--- src/rtl/seg7_pkg.sv ---
// Shared character codes for the seven-segment display path.
// Mode blocks and the scan driver agree on these 5-bit codes.
package seg7_pkg;

    localparam int CODE_W     = 5;
    localparam int SEG_W      = 7;
    localparam int NUM_DIGITS = 4;
    localparam int WORD_W     = CODE_W * NUM_DIGITS;

    typedef logic [CODE_W-1:0] code_t;

    localparam code_t C_0     = 5'd0;
    localparam code_t C_1     = 5'd1;
    localparam code_t C_2     = 5'd2;
    localparam code_t C_3     = 5'd3;
    localparam code_t C_4     = 5'd4;
    localparam code_t C_5     = 5'd5;
    localparam code_t C_S     = 5'd5;
    localparam code_t C_6     = 5'd6;
    localparam code_t C_7     = 5'd7;
    localparam code_t C_8     = 5'd8;
    localparam code_t C_9     = 5'd9;
    localparam code_t C_A     = 5'd10;
    localparam code_t C_C     = 5'd11;
    localparam code_t C_E     = 5'd12;
    localparam code_t C_F     = 5'd13;
    localparam code_t C_h     = 5'd14;
    localparam code_t C_L     = 5'd15;
    localparam code_t C_n     = 5'd16;
    localparam code_t C_o     = 5'd17;
    localparam code_t C_b     = 5'd18;
    localparam code_t C_d     = 5'd19;
    localparam code_t C_P     = 5'd20;
    localparam code_t C_J     = 5'd21;
    localparam code_t C_y     = 5'd22;
    localparam code_t C_U     = 5'd23;
    localparam code_t C_r     = 5'd24;
    localparam code_t C_t     = 5'd25;
    localparam code_t C_DASH  = 5'd26;
    localparam code_t C_UNDER = 5'd27;
    localparam code_t C_BLANK = 5'd31;

    localparam logic [SEG_W-1:0]      SEG_DARK = 7'h7F;
    localparam logic [NUM_DIGITS-1:0] AN_DARK  = 4'hF;

    // Pick digit idx out of the packed word; digit 3 sits in the top bits.
    function automatic code_t code_at(input logic [WORD_W-1:0] word,
                                      input logic [1:0]        idx);
        code_t code;
        case (idx)
            2'd3:    code = word[19:15];
            2'd2:    code = word[14:10];
            2'd1:    code = word[9:5];
            default: code = word[4:0];
        endcase
        return code;
    endfunction

endpackage

--- src/rtl/seg7_char_decode.sv ---
// Combinational character-code to segment-pattern decoder.
// Output is active-high {g,f,e,d,c,b,a}; unused codes decode to blank.
module seg7_char_decode
    import seg7_pkg::*;
(
    input  logic [CODE_W-1:0] code,
    output logic [SEG_W-1:0]  pattern
);

    always_comb begin
        pattern = 7'h00;
        case (code)
            C_0:     pattern = 7'h3F;
            C_1:     pattern = 7'h06;
            C_2:     pattern = 7'h5B;
            C_3:     pattern = 7'h4F;
            C_4:     pattern = 7'h66;
            C_5:     pattern = 7'h6D;
            C_6:     pattern = 7'h7D;
            C_7:     pattern = 7'h07;
            C_8:     pattern = 7'h7F;
            C_9:     pattern = 7'h6F;
            C_A:     pattern = 7'h77;
            C_C:     pattern = 7'h39;
            C_E:     pattern = 7'h79;
            C_F:     pattern = 7'h71;
            C_h:     pattern = 7'h74;
            C_L:     pattern = 7'h38;
            C_n:     pattern = 7'h54;
            C_o:     pattern = 7'h5C;
            C_b:     pattern = 7'h7C;
            C_d:     pattern = 7'h5E;
            C_P:     pattern = 7'h73;
            C_J:     pattern = 7'h1E;
            C_y:     pattern = 7'h6E;
            C_U:     pattern = 7'h3E;
            C_r:     pattern = 7'h50;
            C_t:     pattern = 7'h78;
            C_DASH:  pattern = 7'h40;
            C_UNDER: pattern = 7'h08;
            default: pattern = 7'h00;
        endcase
    end

endmodule

--- src/rtl/seg7_scan_driver.sv ---
// Time-multiplexed 4-digit common-anode driver with per-slot blanking.
// The character word is captured once per frame so updates never tear mid-scan.
module seg7_scan_driver
    import seg7_pkg::*;
#(
    parameter int SCAN_DIV     = 100_000,
    parameter int BLANK_CYCLES = 1_000
) (
    input  logic                  clk,
    input  logic                  reset,
    input  logic                  enable,
    input  logic [WORD_W-1:0]     seg_data,
    input  logic [NUM_DIGITS-1:0] dp_data,
    output logic [NUM_DIGITS-1:0] an,
    output logic [SEG_W-1:0]      seg,
    output logic                  dp
);

    localparam int CNT_W = (SCAN_DIV > 1) ? $clog2(SCAN_DIV) : 1;
    localparam logic [CNT_W-1:0] CNT_LAST  = CNT_W'(SCAN_DIV - 1);
    localparam logic [CNT_W-1:0] CNT_BLANK = CNT_W'(BLANK_CYCLES);
    localparam logic [1:0]       IDX_FIRST = 2'd3;

    logic [CNT_W-1:0]      cnt_q, cnt_d;
    logic [1:0]            idx_q, idx_d;
    logic [WORD_W-1:0]     snap_seg_q, snap_seg_d;
    logic [NUM_DIGITS-1:0] snap_dp_q, snap_dp_d;
    logic [NUM_DIGITS-1:0] an_q, an_d;
    logic [SEG_W-1:0]      seg_q, seg_d;
    logic                  dp_q, dp_d;

    logic                  frame_start;
    logic                  slot_end;
    logic                  in_blank;
    code_t                 active_code;
    logic [SEG_W-1:0]      active_pattern;

    assign frame_start = (cnt_q == '0) && (idx_q == IDX_FIRST);
    assign slot_end    = (cnt_q == CNT_LAST);
    assign in_blank    = (cnt_q < CNT_BLANK);
    assign active_code = code_at(snap_seg_q, idx_q);

    seg7_char_decode u_decode (
        .code    (active_code),
        .pattern (active_pattern)
    );

    // Slot counter, digit index and the once-per-frame snapshot.
    always_comb begin
        cnt_d      = cnt_q;
        idx_d      = idx_q;
        snap_seg_d = snap_seg_q;
        snap_dp_d  = snap_dp_q;
        if (!enable) begin
            cnt_d = '0;
            idx_d = IDX_FIRST;
        end else begin
            if (frame_start) begin
                snap_seg_d = seg_data;
                snap_dp_d  = dp_data;
            end
            if (slot_end) begin
                cnt_d = '0;
                idx_d = idx_q - 2'd1;
            end else begin
                cnt_d = cnt_q + 1'b1;
            end
        end
    end

    // Output stage is driven from the current state, so pins lag cnt by one cycle.
    always_comb begin
        an_d  = AN_DARK;
        seg_d = SEG_DARK;
        dp_d  = 1'b1;
        if (enable && !in_blank) begin
            an_d  = ~(4'b0001 << idx_q);
            seg_d = ~active_pattern;
            dp_d  = ~snap_dp_q[idx_q];
        end
    end

    always_ff @(posedge clk) begin
        if (reset) begin
            cnt_q      <= '0;
            idx_q      <= IDX_FIRST;
            snap_seg_q <= {NUM_DIGITS{C_BLANK}};
            snap_dp_q  <= '0;
            an_q       <= AN_DARK;
            seg_q      <= SEG_DARK;
            dp_q       <= 1'b1;
        end else begin
            cnt_q      <= cnt_d;
            idx_q      <= idx_d;
            snap_seg_q <= snap_seg_d;
            snap_dp_q  <= snap_dp_d;
            an_q       <= an_d;
            seg_q      <= seg_d;
            dp_q       <= dp_d;
        end
    end

    assign an  = an_q;
    assign seg = seg_q;
    assign dp  = dp_q;

endmodule

--- config.mk ---
export PLATFORM = sky130hd
export DESIGN_NAME = seg7_scan_driver
export DESIGN_NICKNAME = d
export VERILOG_FILES = /design/src/rtl/seg7_pkg.sv /design/src/rtl/seg7_char_decode.sv /design/src/rtl/seg7_scan_driver.sv
export SDC_FILE = /design/constraint.sdc
export NUM_CORES = 1
export LEC_CHECK = 0
export BUFFER_PORTS_ARGS = -buffer_cell sky130_fd_sc_hd__buf_2
export CORE_MARGIN = 2
export CORE_UTILIZATION = 35
export DETAILED_ROUTE_END_ITERATION = 6
export MAX_ROUTING_LAYER = met4
export PLACE_DENSITY = 0.57
export SKIP_CTS_REPAIR_TIMING = 1
export SYNTH_ARGS = -nofsm -noshare
export SYNTH_HDL_FRONTEND = slang
export SYNTH_HIERARCHICAL = 1
export SYNTH_SLANG_ARGS = --single-unit
--- constraint.sdc ---
create_clock -name clk -period 2.35 [get_ports clk]
set_input_delay 0.235 -clock clk [delete_from_list [all_inputs] [get_ports clk]]
set_output_delay 0.235 -clock clk [all_outputs]
set_load 0.05 [all_outputs]
=== Yosys cells after proc, flatten, opt, wreduce, memory -nomap -nowiden ===
Memory sizes are Yosys's and may differ from the RTL's.
Cells that the tools add are included.

* Bits in registers: 55
* Output and inout bits: 12
* Memory bits (writable): 0
* Memories: 1
* ROM bits: 224
* Bits in latches: 0

{| class="wikitable"
|+ Memory list
! name !! depth !! width !! rd ports !! clocked after Yosys merged registers in !! wr ports !! RTL line !! source
|-
| (no name shown) || 32 || 7 || 1 || 0 || 0 || seg7_char_decode.sv:12 || <nowiki>case (code)</nowiki>
|}

* Multiply operators: 0
* Order comparisons: 2
* Equal/unequal tests: 4
* Bitwise operators: 5
* $add $sub $neg: 2
* Mux-type cells: 3
* Shifts and indexed selects: 1
* Reduce and logical (&&, ||, !) cells: 8
* Divide/modulo/power cells: 0

{| class="wikitable"
|+ Operator list
! operator !! count
|-
| $add A17 B1 Y17 const B || 1
|-
| $eq A17 B17 Y1 const B || 1
|-
| $logic_not A17 Y1 || 1
|-
| $lt A17 B10 Y1 const B || 1
|-
| $pmux W5 S3 || 1
|-
| $not A7 Y7 || 1
|-
| $eq A2 B2 Y1 const B || 2
|-
| $not A4 Y4 || 1
|-
| $reduce_or A2 Y1 || 2
|-
| $shl A1 B2 Y4 const A || 1
|-
| $lt A2 B3 Y1 const B || 1
|-
| $not A1 Y1 || 3
|-
| $reduce_or A3 Y1 || 1
|-
| $bmux W1 S2 || 1
|-
| $eq A2 B1 Y1 const B || 1
|-
| $logic_and A1 B1 Y1 || 2
|-
| $reduce_and A2 Y1 || 1
|-
| $sub A2 B1 Y2 const B || 1
|-
| $logic_not A1 Y1 || 1
|-
| $mux W1 || 1
|}

=== Logic depth before layout (Yosys ltp) ===
Gate-level depths: netlist of run 1.

* Depth after elaboration: 5
* Depth in mapped cells: 10
* Gate-level depth less buffers: 10

=== Cells and area by module ===
Netlist of run 1, hierarchy kept.

{| class="wikitable"
|+ Modules (own cells, without submodules)
! module !! sequential area each (µm²) !! area an instance (µm²) !! times used !! cells each
|-
| seg7_scan_driver || 1101.1 || 2418.6 || 1 || 252
|-
| seg7_char_decode || 0.0 || 405.4 || 1 || 52
|}

=== Worst setup path before layout of run 1 ===
Ideal clock, no wire load.

* Path kind: flip-flop to flip-flop
* From: register idx_q[0]
* To: register seg_q[3] (netlist: seg[3])
* Stages on the path, launching flop included: 11
* Library setup time: 0.118 ns
* Path slack: -0.041 ns
* Clock period less this slack: 2.391 ns
* Arrival: 2.273 ns
* Cells stage by stage: dfxtp_1 > inv_1 > ha_1 > buf_1 > mux2i_1 > inv_1 > ha_1 > nor2b_1 > a211o_1 > a22oi_2 > nand2_1

* Longest elaborated chain between the ends: 4
* Elaborated cells between the ends (all ways): 6
* Classes of those cells: eq/ne: 3; mux: 1; bitwise: 1; memory: 1

{| class="wikitable"
|+ Ends and longest elaborated chain
! element !! RTL line !! source
|-
| start, declared || seg7_scan_driver.sv:25 || <nowiki>logic [1:0] idx_q, idx_d;</nowiki>
|-
| start signal, assigned || seg7_scan_driver.sv:94 || <nowiki>idx_q <= idx_d;</nowiki>
|-
| $eq A2 B1 Y1 or $eq A2 B2 Y1 (tied branches) || seg7_pkg.sv:50 || <nowiki>case (idx)</nowiki>
|-
| $pmux W5 S3 (*) || seg7_pkg.sv:50 ||
|-
| named net active_code[1] || seg7_scan_driver.sv:35 || <nowiki>code_t active_code;</nowiki>
|-
| $mem_v2 Z32 W7 (*) || - ||
|-
| named net active_pattern[3] || seg7_scan_driver.sv:36 || <nowiki>logic [SEG_W-1:0] active_pattern;</nowiki>
|-
| $not A7 Y7 (*) || seg7_scan_driver.sv:78 || <nowiki>seg_d = ~active_pattern;</nowiki>
|-
| end signal, assigned || seg7_scan_driver.sv:98 || <nowiki>seg_q <= seg_d;</nowiki>
|-
| end, declared || seg7_scan_driver.sv:29 || <nowiki>logic [SEG_W-1:0] seg_q, seg_d;</nowiki>
|}

Mark *: on every way through the listed nets, which the timed path passes. The rest lies on a longest branch.
A chain may end at the register's enable or synchronous reset.

=== Worst setup path after layout of run 1 ===
Same ends and word-level chain as after synthesis.

==> impl_metrics.toml, run 1 <==
[sta]
whs_ps = 157
setup-tns-final_ps = 0
report.final.slew_viol_count = 0
hold_viol_final = 0
rsz0062_at_grt = "yes"
finalCritPeriodShare_pct = 97.0
tightest_slew_ps = 512
fin_crit_ps = 2280
skew_ps = 7.85
slew_headroom_pct = 65.6
timing.fmax_mhz = 439
setup_viol = 0

[floorplan]
initial_utilization_pct = 36.4
row_count = 32
core_area_um2 = 7770
die_w_um = 93.8
dieHeight_um = 93.8
dieArea_um2 = 8800
io_pins = 39

[pwr]
power_density_nw_per_um2 = 550
irDropWorstVdd_uv = 309
finalPower_mw = 1.88
leakagePower_nw = 1.39

[final_layout]
antenna_cells = 0
multi_input_comb_area_um2 = 1610
fill_cells = 791
fin_area_um2 = 3420
drive_above_1_share_pct = 29.4
final-seq-area_um2 = 1110
utilization_pct = 44.0
syn2layout_area_growth_pct = 21.1
nNetsFinal = 391

[synthesis]
synth_cell_types = 54
syn_area_per_cell_um2 = 9.29
synthCells = 304
synth_nets = 345
yosysWarnings = 6
netlist_area_um2 = 2820
yosysSeqAreaShare_pct = 39.0
ys.flop_type = "dfxtp_1"
synth-edff-count = 0
ys_ff_latch = 55
synth_area_leaders = "dfxtp_1 (39%), ha_1 (6.2%), a211o_1 (5.0%)"
yosysTopAreaCellShare_pct = 39.0
synth_top_cell_by_area = "dfxtp_1"
async_flop_share_pct = 0

[clock_tree]
cts_tree = "yes"
htreeDepth = 2
cts_sinks = 55
clk_pin_slew_ps = 90
clk_latency_ps = 310
cts_root_buf = "clkbuf_8"
cts_buffers = 5
cts.path.max_buffers = 2

[critical_path]
path_max_fanout = 8
path_class = "reg2reg"
crit_path_end_kind = "register"
worstPathArrival_ps = 2480
regToRegSetupSlack_ps = 70
cp-start-kind = "register"
required_ps = 2550

[global_route]
grt_overflow = 0
first_global_vias = 2289
gr-usage-all-layers_pct = 16.3
grt_pass1_wl_mm = 11.0
grt_start_max_net_pins = 26
antenna_found_initial = 0

[routing]
drt-total-wl_mm = 6.60
vias = 2366
viasPerCell = 5.23
dr.pass1.iters = 5
drc = 0
drt_iter0_drc = 156
wl_per_cell_um = 14.6
ant_nets = 0

[place]
hpwl_mm = 4.81
place_area_um2 = 3160
port_buffers = 38
gp_congestion = 0.820

[worst_hold_path]
hp-class = "in2reg"

[job]
drv_cap = 0

[status]
outcome = "finished, final reports clean"
[critical path: stages (launching register included)]
cell and delay (ps):
dfxtp_4 410, inv_4 60, ha_4 160, buf_6 120
a222oi_1 490, mux2i_2 180, clkbuf_16 200, a211o_1 300
a22oi_2 180, nand2_1 60
[layer usage]
| metal | GRT usage, % | part of all wire [%] | vias to the layer above |
|---|---|---|---|
| met2 | 25.2 | 43 | 54 |
| li1 | - | - | 1193 |
| met3 | 3.05 | 5.7 | 9 |
| met4 | 4.35 | 1.2 | 0 |
| met1 | 21.9 | 50 | 1110 |
| met5 | - | 0 | - |
[worst paths after layout]
path | depth (start not counted) | startpoint | to
max | 9 | idx_q[0] | seg[3]
min | 2 | seg_data[3] | snap_seg_q[3]
max reg2reg | 9 | idx_q[0] | seg[3]
min reg2reg | 1 | snap_seg_q[7] | snap_seg_q[7]
[cells in the mapped netlist (2+ instances only)]
cell,count
a211o_1,16
a21oi_1,16
a222oi_1,5
a311o_1,5
and3_1,18
buf_2,6
buf_6,6
clkbuf_1,5
clkbuf_2,2
dfxtp_1,55
ha_1,14
inv_1,17
mux2i_1,6
nand2_1,20
nand2_2,2
nand3_1,12
nand4_1,5
nor2_1,22
nor2b_1,2
nor3_1,5
nor4_1,8
o21ai_0,8
o31ai_1,2
or4_1,2
or4_4,3
xnor2_1,12
xor2_1,3
[cell usage in the layout (no fill, tap or decap), types with 12 or more instances in the layout]
master,count
and3_1,18
dfxtp_1,53
nand3_1,12
buf_4,18
a211o_1,16
buf_2,38
nor2_1,21
nand2_1,20
a21oi_1,16
inv_1,14
xnor2_1,12
[power breakdown]
| part | internal (mW) | switching (mW) |
|---|---|---|
| Clock | 0.313 | 0.299 |
| Combinational | 0.140 | 0.146 |
| Sequential | 0.965 | 0.0185 |
[per-stage QoR]
step,std cells,setup slack [ps]
5_1_grt,452,-12.1
6_report,452,71.3
3_3_place_gp,440,46.6
2_1_floorplan,304,32.8
3_5_place_dp,440,-48.2
4_1_cts,447,-70.2
[area by class of cell]
class | count | share of cell area, %
Clock buffer | 6 | 2.12
Clock inverter | 1 | 0.878
Inverter | 18 | 2.05
Multi-Input combinational cell | 209 | 47.1
Sequential cell | 55 | 32.3
Tap cell | 102 | 3.73
Timing Repair Buffer | 61 | 11.8
[registers in the layout, summed over array words and instances, names as in the netlist]
signal	count
snap_seg_q	20
cnt_q	17
seg	7
an	4
snap_dp_q	4
idx_q	2
dp	1
[kinds of logic after synthesis]
group / Yosys count / share of synthesized area (%)
and+or+nand+nor: 104 / 20.4
AOI/OAI and AO/OA: 68 / 18.8
DFF: 55 / 39.0
buffers and inverters: 40 / 7.62
xor gates and xnor gates: 15 / 4.65
adders and majority gates: 14 / 6.20
muxes: 8 / 3.32
Note: power is estimated with default switching activity, not from simulation.
==> run 2, diff against run 1 <==
- GPL_TIMING_DRIVEN: not set -> 0
==> run 2 against run 1 <==
  * The flow now finishes with violations (negative setup slack)
  * Sequential cell count did not move
  * Combinational power rose by 2%
  * Non-clock buffer count up 14
  * Count of clock-buffer cells in the layout stayed put
  * Sequential power about the same
  * Clock skew decreased by 2.2 ps
  * Via count grew 1.4%
  * Total power fell by 4.6%
  * Cell count up 3.3%
  * Critical endpoint unchanged
  * Largest power group unchanged
  * Core utilization up 0.71 points
  * Cell area rose by 1.6%
==> impl_metrics.toml, run 2 (same netlist as run 1, synthesis figures left out) <==
[status]
outcome = "complete, but fails checks"
violations = "negative setup slack"

[pwr]
finalPower_mw = 1.79
power_density_nw_per_um2 = 516
leakagePower_nw = 1.40
irDropWorstVdd_uv = 244

[final_layout]
largest_reg_flops = 20
final_common_cell = "dfxtp_1"
multi_input_comb_area_um2 = 1620
fin_area_um2 = 3470
nNetsFinal = 405
final-seq-area_um2 = 1110
final_cell_mix = "dfxtp_1 (53), buf_2 (43), nor2_1 (22)"
fin_cells = 467
fill_cells = 792
syn2layout_area_growth_pct = 23.0
top_register = "snap_seg_q"
drive_above_1_share_pct = 30.1
antenna_cells = 0

[critical_path]
worstPathArrival_ps = 2660
path_class = "reg2reg"
cp-start-kind = "register"
crit_path_end_kind = "register"
path_max_fanout = 6
required_ps = 2550

[sta]
report.final.slew_viol_count = 0
postLayoutSetupSlackWorst_ps = -103
finalCritPeriodShare_pct = 104
fin_crit_ps = 2450
setup_viol = 6
slew_headroom_pct = 47.9
skew_ps = 5.61
setup-tns-final_ps = -223
tightest_slew_ps = 760
timing.fmax_mhz = 408
rsz0062_at_grt = "yes"
hold_viol_final = 0

[routing]
drt_iter0_drc = 125
topRoutingLayerUsed = "met4"
m1WireLength_mm = 3.44
route.met3.wl_um = 213
drt-total-wl_mm = 6.88
ant_nets = 0
viasPerCell = 5.13
route.met2.wl_mm = 3.19
vias = 2398
drc = 0
wl_per_cell_um = 14.7
dr.pass1.iters = 7

[floorplan]
io_pins = 39
core_area_um2 = 7770
row_count = 32
dieHeight_um = 93.8
die_w_um = 93.8
initial_utilization_pct = 36.4
dieArea_um2 = 8800

[clock_tree]
cts.path.max_buffers = 2
cts_root_buf = "clkbuf_8"
cts_sinks = 55
cts_tree = "yes"
clk_latency_ps = 310
clk_pin_slew_ps = 100
cts_buffers = 5
htreeDepth = 2

[place]
place_area_um2 = 3140
place_ws_ps = -360
port_buffers = 37
hpwl_mm = 4.84
gp_congestion = 0.907
dp.cells = 443

[global_route]
grt_overflow = 0
antenna_found_initial = 0
first_global_vias = 2237
gr-usage-all-layers_pct = 16.1
grt_pass1_wl_mm = 11.0
grt_start_max_net_pins = 17

[worst_hold_path]
hp-class = "in2reg"

[job]
drv_cap = 0
[run 2: per-stage QoR]
step | utilization [%] | hold WS (ps)
after floorplan | - | 387
after global placement | 40.4 | 443
after detailed placement | 40.4 | 452
after CTS | 41.5 | 153
after global routing | 44.7 | 157
final | 44.7 | 158
[run 2: critical path, cell delays in order (launching register included)]
cell and delay, ps:
dfxtp_4 370, buf_4 140, ha_4 180, a222oi_1 510
mux2i_2 220, ha_2 260, nor2b_1 150, a211o_1 280
a22oi_2 180, nand2_1 60
[run 2: final timing paths]
check                    start            end  slack, ps  depth (start not counted)
setup / recovery      idx_q[0]         seg[3]       -100                          9
hold / removal     seg_data[0]  snap_seg_q[0]        160                          2
hold reg to reg   snap_dp_q[0]   snap_dp_q[0]        480                          2
setup reg to reg      idx_q[0]         seg[3]       -100                          9
[run 2: layout make-up]
cell class / instances / area share [%]
Clock inverter: 2 / 0.360
Multi-Input combinational cell: 209 / 46.7
Clock buffer: 6 / 2.09
Timing Repair Buffer: 54 / 9.11
Sequential cell: 55 / 31.9
Buffer: 21 / 4.14
Tap cell: 102 / 3.67
Inverter: 18 / 2.05
[run 2: power by group]
part | internal (mW) | leakage, nW | switching [mW]
clock | 0.209 | 0.0412 | 0.311
combinational | 0.139 | 0.912 | 0.154
sequential | 0.964 | 0.450 | 0.0171
[run 2: routing by layer]
metal / vias to the layer above / track usage [%]
met2: 55 / 24.7
met3: 2 / 2.65
met5: - / -
met1: 1120 / 22.4
li1: 1221 / -
met4: 0 / 3.62
